## config.mk

```make
export PLATFORM = sky130hd
export DESIGN_NAME = locker_down_timer
export DESIGN_NICKNAME = d
export VERILOG_FILES = /design/src/rtl/locker_down_timer.sv
export SDC_FILE = /design/constraint.sdc
export NUM_CORES = 1
export LEC_CHECK = 0
export CORE_AREA = 2 2 39 41
export CTS_CLUSTER_DIAMETER = 200
export DETAILED_ROUTE_END_ITERATION = 8
export DIE_AREA = 0 0 41 43
export HOLD_SLACK_MARGIN = 0.08
export SLEW_MARGIN = 20
export SYNTH_ARGS = -nofsm -noshare
export SYNTH_HDL_FRONTEND = slang
export SYNTH_SLANG_ARGS = --single-unit
```

## constraint.sdc

```tcl
create_clock -name clk -period 3.3 [get_ports clk]
set_input_delay 0.33 -clock clk [delete_from_list [all_inputs] [get_ports clk]]
set_output_delay 0.33 -clock clk [all_outputs]
set_load 0.03 [all_outputs]
```

## src/rtl/locker_down_timer.sv

```systemverilog
// rtl/locker_down_timer.sv - loadable down-counter with a zero flag
//
// Purpose: counts down from a loaded value while enabled and holds at zero.
// Ports:
//   clk       in  1  clock, rising edge
//   rst       in  1  synchronous active-high reset (count -> 0)
//   load      in  1  load load_val (wins over en)
//   load_val  in  W  value to load
//   en        in  1  decrement enable
//   zero      out 1  count is zero

module locker_down_timer #(
  parameter int unsigned W = 4
) (
  input  logic         clk,
  input  logic         rst,
  input  logic         load,
  input  logic [W-1:0] load_val,
  input  logic         en,
  output logic         zero
);

  logic [W-1:0] count_q;

  always_ff @(posedge clk) begin
    if (rst) begin
      count_q <= '0;
    end else if (load) begin
      count_q <= load_val;
    end else if (en && (count_q != '0)) begin
      count_q <= count_q - 1'b1;
    end
  end

  assign zero = (count_q == '0);

endmodule

```

==> metrics.cfg <==
[sta]
rsz0062_at_grt = false
period_needed_ns = 2.37
finalMaxSlewViolations = 0
tightest_slew_ns = 0.309
finalSetupViolCount = 0
hold_violations = 0
maxSlewHeadroom_pct = 79.3
post-route-period-util_pct = 71.9
worst_hold_slack_ns = 0.521
finClkSkew_ns = 0.00140
fmax_ghz = 0.421
finalSetupTns_ns = 0

[synth]
ys_warn_count = 0
synth_top_family_by_area = simple AND/OR/NAND/NOR gates
yosys.area_share.simple_pct = 28.6
synthXorXnorAreaFrac_pct = 0
synthMuxAreaShare_pct = 3.81
synth.yosys.seq_area_share_pct = 30.5
netlist_area_sq_um = 263
syn_inst = 29
synth_cell_types = 16
synth_fa_ha_area_share_pct = 4.76
syn_avg_cell_area_sq_um = 9.06
synth-compound-area-share_pct = 26.7
ys_ff_latch = 4
syn_nets = 38

[pwr]
cellPowerDensity_nw_per_um2 = 422
internal_power_w = 0.000117
ir_drop_mv = 0.195
p_comb_share_pct = 28.4
leakagePower_nw = 0.145
clockPowerShare_pct = 36.8
seq_power_share_pct = 34.8
p_sw_w = 0.0000452
power_switching_share_pct = 27.8

[route]
routed_via_density = 4.29
vias = 240
drt_iter0_drc = 0
drt_pre_antenna_iters = 1
drc = 0
wire_per_inst_microns = 9.91
ant_nets = 0
drt_wl_total_microns = 555

[die]
die_area_sq_um = 1760
dieWidth_microns = 41
die_h_microns = 43
core_area_sq_um = 1380
start_util_pct = 19.0
rows = 14
io_pins = 9

[global_route]
grt_pass1_vias = 246
overflow = 0
grt_pass1_wl_microns = 993
grt_usage_pct = 9.02
antenna_found_initial = 0
grt_max_degree = 8

[clock_network]
cts_hold_buf = 0
clk_latency_ns = 0.23
cts_tree = built
clockBufferDepth = 2
cts_max_level = 1
cts_buffers = 3
cts_resized = 0
cts_setup_buffers = 0
path_clk_slew_ns = 0.04
cts_root_buf = clkbuf_4
cts.sinks = 4

[setup_path]
reg2reg_from = count_q[1]$_SDFFE_PP0P_
worst-path-max-fanout = 5
r2r_setup_slack_ns = 1.65
rr_worst_depth = 5
crit_required_ns = 2.97
worstReg2RegEnd = count_q[1]$_SDFFE_PP0P_
crit_arrival_ns = 2.04
cp-start-kind = flip-flop
worstSetupPathType = flip-flop to output port
cp-end-kind = output port

[final_layout]
fin_nets = 51
layout_commonest_cell = clkdlybuf4s50_1
fin_cells = 56
synthToLayoutAreaGrowth_pct = 46.7
fillCellCount = 153
reg_top3 = count_q x4
mostFrequentLayoutCells = clkdlybuf4s50_1 (8), nor2_1 (5), inv_1 (4), dfxtp_1 (4)
drive_gt1_share_pct = 15.0
multi_input_area_sq_um = 168
num_antenna_cells = 0
largest_reg_flops = 4
regMostFlops = count_q
ff_latch_area_sq_um = 80.1

[min_path]
hold_path_end = count_q[2]$_SDFFE_PP0P_
hold_depth = 2
min_path_type = flip-flop to flip-flop
min_from = count_q[2]$_SDFFE_PP0P_

[place]
io_buffers = 8
place_congestion = 0.696
hpwl_microns = 458
place_inst = 53

[status]
outcome = complete, no violations

[job]
cap_viol_max_count = 0

==> Yosys cell counts <==
library cell	number	area share [%]
nand3_1	1	1.9
or3b_4	1	4.3
nand2_1	3	4.3
nor3_1	1	1.9
a211oi_1	1	2.9
ha_1	1	4.8
a311o_1	1	3.8
nor2_1	5	7.1
a2111oi_4	1	10
nand4b_1	1	3.3
a311oi_1	2	6.7
mux2i_1	1	3.8
inv_1	4	5.7
dfxtp_1	4	30
a21o_1	1	2.9
nor4b_2	1	5.7
==> power by group through the flow <==
stage	logic (W)	registers [W]	clock network, W
6_report	0.0000462	0.0000565	0.0000598
5_1_grt	0.0000505	0.0000571	0.0000699
4_1_cts	0.0000468	0.0000564	0.0000628
3_5_place_dp	0.0000468	0.0000572	0
3_3_place_gp	0.0000462	0.0000572	0
2_1_floorplan	0.0000279	0.0000564	0
==> area by class of cell <==
class                   instances  share of cell area [%]
flip-flops and latches          4                    20.8
inverters                       4                    3.90
well taps                      16                    5.19
repair buffers                  8                    20.8
clock buffers                   3                    5.84
multi-input cells              21                    43.5
==> logic make-up after synthesis <==
family,after synthesis
DFF,4
adders and majority gates,1
muxes,1
and+or+nand+nor,13
AOI/OAI and AO/OA,6
buffers and inverters,4
==> through the flow <==
step	setup WS (ns)	power, W	util, %	cell area [sq um]
after global placement	1.17	0.000103	26.2	363
after CTS	0.907	0.000166	27.8	385
after global routing	0.799	0.000178	27.8	385
after detailed placement	1.16	0.000104	26.2	363
final	0.927	0.000162	27.8	385
after floorplan	1.74	0.0000842	-	263
==> how the worst max path moves through the flow <==
| stage | cells past startpoint | endpoint | start |
|---|---|---|---|
| after floorplan | 4 | zero | count_q[1]$_SDFFE_PP0P_ |
| after global placement | 5 | zero | count_q[1]$_SDFFE_PP0P_ |
| after detailed placement | 5 | zero | count_q[1]$_SDFFE_PP0P_ |
| after CTS | 5 | zero | count_q[1]$_SDFFE_PP0P_ |
| after global routing | 5 | zero | count_q[1]$_SDFFE_PP0P_ |
| final | 5 | zero | count_q[1]$_SDFFE_PP0P_ |
==> routing by layer <==
metal | up-vias | wire length, microns | track usage (%) | share of wire [%]
met3 | 0 | 32 | 7.85 | 5.8
met2 | 4 | 255 | 12.5 | 46
met5 | - | 0 | 0 | 0
met1 | 106 | 267 | 9.27 | 48
li1 | 130 | - | - | -
met4 | 0 | 0 | 4.00 | 0
==> critical path, stage by stage, from the launching register on <==
cell	delay (ns)
dfxtp_1	0.31
inv_1	0.11
ha_1	0.22
or3b_4	0.44
inv_1	0.07
clkdlybuf4s50_1	0.66
Note: power is estimated with default switching activity, not from simulation.
